===== src/rtl/apb_req_arbiter.sv =====
// Round-robin arbiter sharing one APB master request port between two requesters,
// with one outstanding transfer, a completion timeout and a done-release phase.
module apb_req_arbiter #(
  parameter int unsigned TIMEOUT = 255,
  parameter int unsigned CNT_W   = 8
) (
  input  logic        clk,
  input  logic        nreset,
  input  logic        req0,
  input  logic        req1,
  input  logic        req_we0,
  input  logic        req_we1,
  input  logic [8:0]  req_addr0,
  input  logic [8:0]  req_addr1,
  input  logic [15:0] req_wdata0,
  input  logic [15:0] req_wdata1,
  output logic        ack0,
  output logic        ack1,
  output logic        err0,
  output logic        err1,
  output logic [15:0] rdata0,
  output logic [15:0] rdata1,
  output logic        wr_en,
  output logic [8:0]  wr_addr,
  output logic [15:0] wr_data,
  input  logic        wr_done,
  output logic        rd_en,
  output logic [8:0]  rd_addr,
  input  logic [15:0] rd_data,
  input  logic        rd_done,
  output logic        busy,
  output logic        grant
);

  localparam int unsigned AW = 9;
  localparam int unsigned DW = 16;

  typedef enum logic [1:0] {S_IDLE, S_BUSY, S_RELEASE} state_e;

  state_e          state_q, state_d;
  logic [CNT_W-1:0] cnt_q, cnt_d;
  logic            grant_q, grant_d;
  logic            last_grant_q, last_grant_d;
  logic            wr_en_q, wr_en_d;
  logic            rd_en_q, rd_en_d;
  logic [AW-1:0]   addr_q, addr_d;
  logic [DW-1:0]   data_q, data_d;
  logic            ack0_q, ack0_d, ack1_q, ack1_d;
  logic            err0_q, err0_d, err1_q, err1_d;
  logic [DW-1:0]   rdata0_q, rdata0_d, rdata1_q, rdata1_d;
  logic            busy_q, busy_d;

  logic            win_c;
  logic            we_sel_c;
  logic            done_sel_c;
  logic [CNT_W-1:0] cnt_inc_c;

  // Next-state and registered-output logic
  always_comb begin
    state_d      = state_q;
    cnt_d        = cnt_q;
    grant_d      = grant_q;
    last_grant_d = last_grant_q;
    wr_en_d      = wr_en_q;
    rd_en_d      = rd_en_q;
    addr_d       = addr_q;
    data_d       = data_q;
    ack0_d       = 1'b0;
    ack1_d       = 1'b0;
    err0_d       = 1'b0;
    err1_d       = 1'b0;
    rdata0_d     = rdata0_q;
    rdata1_d     = rdata1_q;
    win_c        = 1'b0;
    we_sel_c     = 1'b0;
    done_sel_c   = wr_en_q ? wr_done : rd_done;
    cnt_inc_c    = cnt_q + CNT_W'(1);

    case (state_q)
      S_IDLE: begin
        if (req0 || req1) begin
          // On a tie the requester that did not win last time goes first
          win_c        = (req0 && req1) ? ~last_grant_q : req1;
          we_sel_c     = win_c ? req_we1 : req_we0;
          grant_d      = win_c;
          last_grant_d = win_c;
          addr_d       = win_c ? req_addr1 : req_addr0;
          data_d       = win_c ? req_wdata1 : req_wdata0;
          wr_en_d      = we_sel_c;
          rd_en_d      = ~we_sel_c;
          cnt_d        = '0;
          state_d      = S_BUSY;
        end
      end
      S_BUSY: begin
        cnt_d = cnt_inc_c;
        if (done_sel_c || (cnt_inc_c == CNT_W'(TIMEOUT))) begin
          wr_en_d = 1'b0;
          rd_en_d = 1'b0;
          state_d = S_RELEASE;
          if (grant_q) begin
            ack1_d = 1'b1;
            err1_d = ~done_sel_c;
          end else begin
            ack0_d = 1'b1;
            err0_d = ~done_sel_c;
          end
          if (done_sel_c && rd_en_q) begin
            if (grant_q) rdata1_d = rd_data;
            else         rdata0_d = rd_data;
          end
        end
      end
      S_RELEASE: begin
        // Wait out a lingering done level so it cannot complete the next transfer
        if (!wr_done && !rd_done) state_d = S_IDLE;
      end
      default: state_d = S_IDLE;
    endcase

    busy_d = (state_d != S_IDLE);
  end

  always_ff @(posedge clk or negedge nreset) begin
    if (!nreset) begin
      state_q      <= S_IDLE;
      cnt_q        <= '0;
      grant_q      <= 1'b0;
      last_grant_q <= 1'b1;
      wr_en_q      <= 1'b0;
      rd_en_q      <= 1'b0;
      addr_q       <= '0;
      data_q       <= '0;
      ack0_q       <= 1'b0;
      ack1_q       <= 1'b0;
      err0_q       <= 1'b0;
      err1_q       <= 1'b0;
      rdata0_q     <= '0;
      rdata1_q     <= '0;
      busy_q       <= 1'b0;
    end else begin
      state_q      <= state_d;
      cnt_q        <= cnt_d;
      grant_q      <= grant_d;
      last_grant_q <= last_grant_d;
      wr_en_q      <= wr_en_d;
      rd_en_q      <= rd_en_d;
      addr_q       <= addr_d;
      data_q       <= data_d;
      ack0_q       <= ack0_d;
      ack1_q       <= ack1_d;
      err0_q       <= err0_d;
      err1_q       <= err1_d;
      rdata0_q     <= rdata0_d;
      rdata1_q     <= rdata1_d;
      busy_q       <= busy_d;
    end
  end

  assign ack0    = ack0_q;
  assign ack1    = ack1_q;
  assign err0    = err0_q;
  assign err1    = err1_q;
  assign rdata0  = rdata0_q;
  assign rdata1  = rdata1_q;
  assign wr_en   = wr_en_q;
  assign wr_addr = addr_q;
  assign wr_data = data_q;
  assign rd_en   = rd_en_q;
  assign rd_addr = addr_q;
  assign busy    = busy_q;
  assign grant   = grant_q;

endmodule


===== config.mk =====
export PLATFORM = sky130hd
export DESIGN_NAME = apb_req_arbiter
export DESIGN_NICKNAME = d
export VERILOG_FILES = /design/src/rtl/apb_req_arbiter.sv
export SDC_FILE = /design/constraint.sdc
export NUM_CORES = 1
export LEC_CHECK = 0
export CAP_MARGIN = 20
export CORE_MARGIN = 5
export CORE_UTILIZATION = 46
export CTS_CLUSTER_DIAMETER = 40
export DETAILED_ROUTE_END_ITERATION = 8
export GPL_TIMING_DRIVEN = 0
export PLACE_DENSITY_LB_ADDON = 0.08
export SLEW_MARGIN = 25
export SYNTH_ARGS = -nofsm -noshare
export SYNTH_HDL_FRONTEND = slang
export SYNTH_SLANG_ARGS = --single-unit

===== constraint.sdc =====
create_clock -name clk -period 4.7 [get_ports clk]
set_input_delay 0.94 -clock clk [delete_from_list [all_inputs] [get_ports clk]]
set_output_delay 0.94 -clock clk [all_outputs]
set_load 0.02 [all_outputs]

Word-level counts from Yosys, hierarchy flattened
Index checks and enable logic that the tools add are counted.

word-level totals
  bits in registers = 76
  output and inout port bits = 74

operators by class
  $add $sub $neg = 1
  eq/ne operators = 5
  muxes and demuxes = 28
  bitwise gates (word level) = 4
  reduce and logical (&&, ||, !) cells = 15

operators by type and width
  operator                                                          number
  1-bit 2-to-1 mux                                                  18
  16-bit 2-to-1 mux                                                 1
  8-bit one-hot mux with 2 select lines                             1
  9-bit 2-to-1 mux                                                  1
  8-bit by 1-bit adder with 8-bit output (second input constant)    1
  8-bit == test (second input constant)                             1
  8-bit 2-to-1 mux                                                  1
  4-bit AND reduction                                               2
  2-bit 2-to-1 mux                                                  3
  2-bit one-hot mux with 3 select lines                             1
  2-bit inequality test (second input constant)                     2
  1-bit NOT                                                         4
  1-bit one-hot mux with 2 select lines                             2
  2-bit AND reduction                                               2
  2-bit nonzero test                                                2
  1-bit logical AND                                                 3
  3-bit AND reduction                                               1
  2-bit by 1-bit == test with 1-bit output (second input constant)  1
  2-bit == test (second input constant)                             1
  1-bit zero test                                                   2
  2-bit zero test                                                   1
  1-bit logical OR                                                  2

Logic depth before layout (Yosys ltp)
  depth in word-level cells = 6
  mapped depth = 6
  gate-level depth less buffers = 5

Worst setup path before layout
Ideal clock, no wire load.

  path kind = in2reg
  from = input port rd_done
  to = register rdata0_q[10], in the netlist rdata0[10]
  arrival time = 1876 ps
  data required time = 4573 ps
  slack = 2696 ps
  stages on the path = 5
  cell sequence = mux2_4 > nand3_2 > nor2_4 > buf_6 > mux2_1

on the way
  word-level cells in the longest chain between the ends = 3
  elaborated cells on any way between the ends = 4
  classes of those cells = mux: 1; reduce/logical: 3

RTL lines
  item                                                   RTL line  text
  start, declared                                        30        input logic rd_done,
  1-bit 2-to-1 mux (*)                                   76        done_sel_c = wr_en_q ? wr_done : rd_done;
  1-bit logical OR or 1-bit logical AND (tied branches)  97, 108
  4-bit AND reduction (no source line) (*)               n/a
  end signal, assigned                                   154       rdata0_q <= rdata0_d;
  end, declared                                          50        logic [DW-1:0] rdata0_q, rdata0_d, rdata1_q, rdata1_d;

Mark *: on every way between the ends. The rest lies on a longest branch, timed or not.
A chain may end at the register's enable or synchronous reset.

Final worst setup path
  from = register rd_en_q, in the netlist rd_en
  to = output port rd_en

RTL lines
  item                    RTL line  text
  start, declared         45        logic rd_en_q, rd_en_d;
  start signal, assigned  147       rd_en_q <= rd_en_d;
  end, declared           27        output logic rd_en,

No word-level cell between the ends.

==> impl_metrics.ini <==
[synth]
dominantRegCellSynth = dfrtp_1
async_flop_share_pct = 100
syn_avg_cell_area_um2 = 12.1
yosysSeqAreaShare_pct = 54.9
synth_cell_types = 45
ys_warn_count = 0
syn-num-nets = 362
syn-cell-area_mm2 = 0.00346
synthCells = 286
synth_edf_count = 0
ys_ff_latch = 76

[die]
core_mm2 = 0.00729
die_x_um = 96.8
row_count = 31
fp.dieH_um = 96.8
io_pins = 148
initial_core_util_pct = 47.5
die-area_mm2 = 0.00937

[setup_path]
crit_arrival_ns = 1.47
required_ns = 3.76
reg2reg_from = state_q[0]
crit_type = reg2out
worstRegToRegCells = 6
worst-path-buf-inv = 1
reg2reg_slack_ns = 2.93
critPathSlowestCell = clkdlybuf4s50_1
critPathMaxStageDelay_ns = 0.67
reg2reg_to = rdata0[9]
worstPathCellList = clkdlybuf4s50_1
cp-end-kind = primary output
startpoint_type = register
crit_family = buffers and inverters
critPathMaxFanout = 5

[detailed_routing]
wl_per_cell_um = 15.8
totalWireLength_um = 8700
drt_iter0_drc = 85
vias = 2753
drc = 0
viasPerCell = 5.01
ant_nets = 0
dr.pass1.iters = 4

[cts]
cts.sinks = 76
numCtsBuffers = 9
clk_pin_slew_ns = 0.08
cts_buffer_depth = 2
clkLatencyLatePin_ns = 0.34
cts_hold_buf = 0
cts_setup_buffers = 0
cts_tree = yes
root_buffer = clkbuf_8
h-tree-depth = 3
cts_resized = 0

[power]
vdd_drop_max_mv = 0.248
p_sw_mw = 1.30
p_per_area_mw_per_mm2 = 644
p_leak_nw = 2.29
switching_share_pct = 38.3
pwr-share-clk_pct = 14.7
p_int_mw = 2.10
pwr-share-comb_pct = 52.1
pwr-share-seq_pct = 33.2

[placement]
dp_slack_ns = 1.97
io_buffers = 147
gp_congestion = 0.774
place_hpwl_um = 6860
place_area_mm2 = 0.00508

[global_routing]
grt-ovfl-total = 0
busiest_layer = met2
use_met2_pct = 32.0
grt_max_degree = 44
globalRouteMet1Util_pct = 23.3
grt_usage_pct = 19.0
grt_pass1_vias = 2898
grt_pass1_wl_um = 14300
met3_usage_pct = 5.68
grt_antenna_before_repair = 0

[sta]
finalCriticalPeriod_ns = 2.41
totalNegativeSetupSlack_ns = 0
setup_violations = 0
report.final.slew_viol_count = 0
worst_slew_margin_rel_pct = 48.5
finalWorstSetupSlack_ns = 2.29
final.setup_skew_ns = 0.00998
worst_slew_pin_slew_ns = 0.766
rsz0062_at_grt = no
layout_worst_path_cycle_share_pct = 51.2
final_hold_viol_count = 0
fmax_mhz = 416

[finish]
design_area_mm2 = 0.00528
n_antenna_cell = 0
area_growth_pct = 52.3
drive_gt1_share_pct = 14.7
fin_nets = 521
nFillCells = 531

[hold_path]
hp-class = reg2reg
worstHoldStart = wr_data[1]
holdPathStages = 2
hold_end = wr_data[1]

[run_status]
status = finished, final reports clean

[flow_run]
max_cap_viol_count = 0
## power groups by stage
stage	Clock, mW	Combinational [mW]	Sequential [mW]
2_1_floorplan	0	0.639	1.44
3_3_place_gp	0	1.75	1.13
3_5_place_dp	0	1.79	1.14
4_1_cts	0.509	1.80	1.13
5_1_grt	0.545	1.89	1.17
6_report	0.499	1.77	1.13
## synth_stat cells, types with 4 or more instances
cell type,number,area [um2]
mux2_2,12,135
dfrtp_1,75,1880
o21ai_1,8,40.0
mux2i_1,28,280
mux2_4,11,165
clkbuf_1,5,18.8
a21oi_1,4,20.0
nand3_1,5,25.0
nand2_1,34,128
mux2_1,11,124
nor2_1,6,22.5
buf_4,12,90.1
o21ai_0,29,145
## worst min-delay path, stage by stage (launching register included)
cell     delay (ns)
dfrtp_1        0.35
nand2_1        0.05
o21ai_0        0.06
## cells in the final DEF (no fill, tap or decap), types with 2 or more instances in the layout
| cell type | instances |
|---|---|
| nand3_1 | 5 |
| mux2_4 | 11 |
| ha_1 | 2 |
| mux2_2 | 12 |
| buf_2 | 2 |
| clkinv_2 | 3 |
| xor2_1 | 3 |
| nor2_1 | 6 |
| mux2i_1 | 28 |
| buf_1 | 3 |
| inv_1 | 2 |
| o31ai_1 | 2 |
| dfrtp_1 | 75 |
| nand2_1 | 34 |
| buf_6 | 2 |
| mux2_1 | 11 |
| buf_4 | 13 |
| clkdlybuf4s50_1 | 146 |
| clkbuf_1 | 5 |
| clkbuf_8 | 10 |
| o22ai_1 | 3 |
| o21ai_1 | 8 |
| nand4_1 | 2 |
| nand2b_1 | 2 |
| o21ai_0 | 29 |
| nor2b_1 | 2 |
| a21oi_1 | 4 |
## cell type report
type | count | area (um2) | area share, %
Timing Repair Buffer | 148 | 1490 | 28.2
Clock inverter | 6 | 62.6 | 1.19
Clock buffer | 10 | 138 | 2.61
Inverter | 2 | 7.51 | 0.142
Tap cell | 99 | 124 | 2.35
Buffer | 24 | 153 | 2.89
Sequential cell | 76 | 1900 | 36.1
Multi-Input combinational cell | 184 | 1400 | 26.6
## layer usage
metal	part of all wire, %	vias up
li1	-	1314
met1	42	1334
met2	49	94
met3	6.5	11
met4	1.6	0
met5	0	-
## cells by family after synthesis
kind of cell,synth area share (%)
buf+inv,4.62
simple gates,9.32
compound gates,9.07
mux,20.3
xor+xnor,1.01
flops,54.9
fa+ha+maj,0.722
## stage by stage
stage | utilization (%) | total power [mW] | cells | hold slack [ns]
2_1_floorplan | - | 2.08 | 286 | 0.504
3_3_place_gp | 69.4 | 2.88 | 532 | 0.460
3_5_place_dp | 69.6 | 2.94 | 533 | 0.469
4_1_cts | 72.4 | 3.44 | 549 | 0.486
5_1_grt | 72.4 | 3.61 | 549 | 0.505
6_report | 72.4 | 3.40 | 549 | 0.480
## worst max-delay path by stage
stage | to | start | cells after the start
final | rd_en | rd_en | 1
after global routing | rd_en | rd_en | 1
after CTS | rd_en | rd_en | 1
after detailed placement | rdata0[9] | wr_done | 6
after global placement | wr_data[6] | nreset | 1
after floorplan | rdata0[10] | rd_done | 5
## flip-flops by register name, summed over array words and instances (netlist names)
name / count
busy: 1
err0: 1
rdata0: 16
wr_data: 16
rd_en: 1
rdata1: 16
ack0: 1
state_q: 2
cnt_q: 8
wr_en: 1
grant: 1
rd_addr: 9
err1: 1
ack1: 1
last_grant_q: 1
No activity file was read; power rests on OpenSTA's default activity.
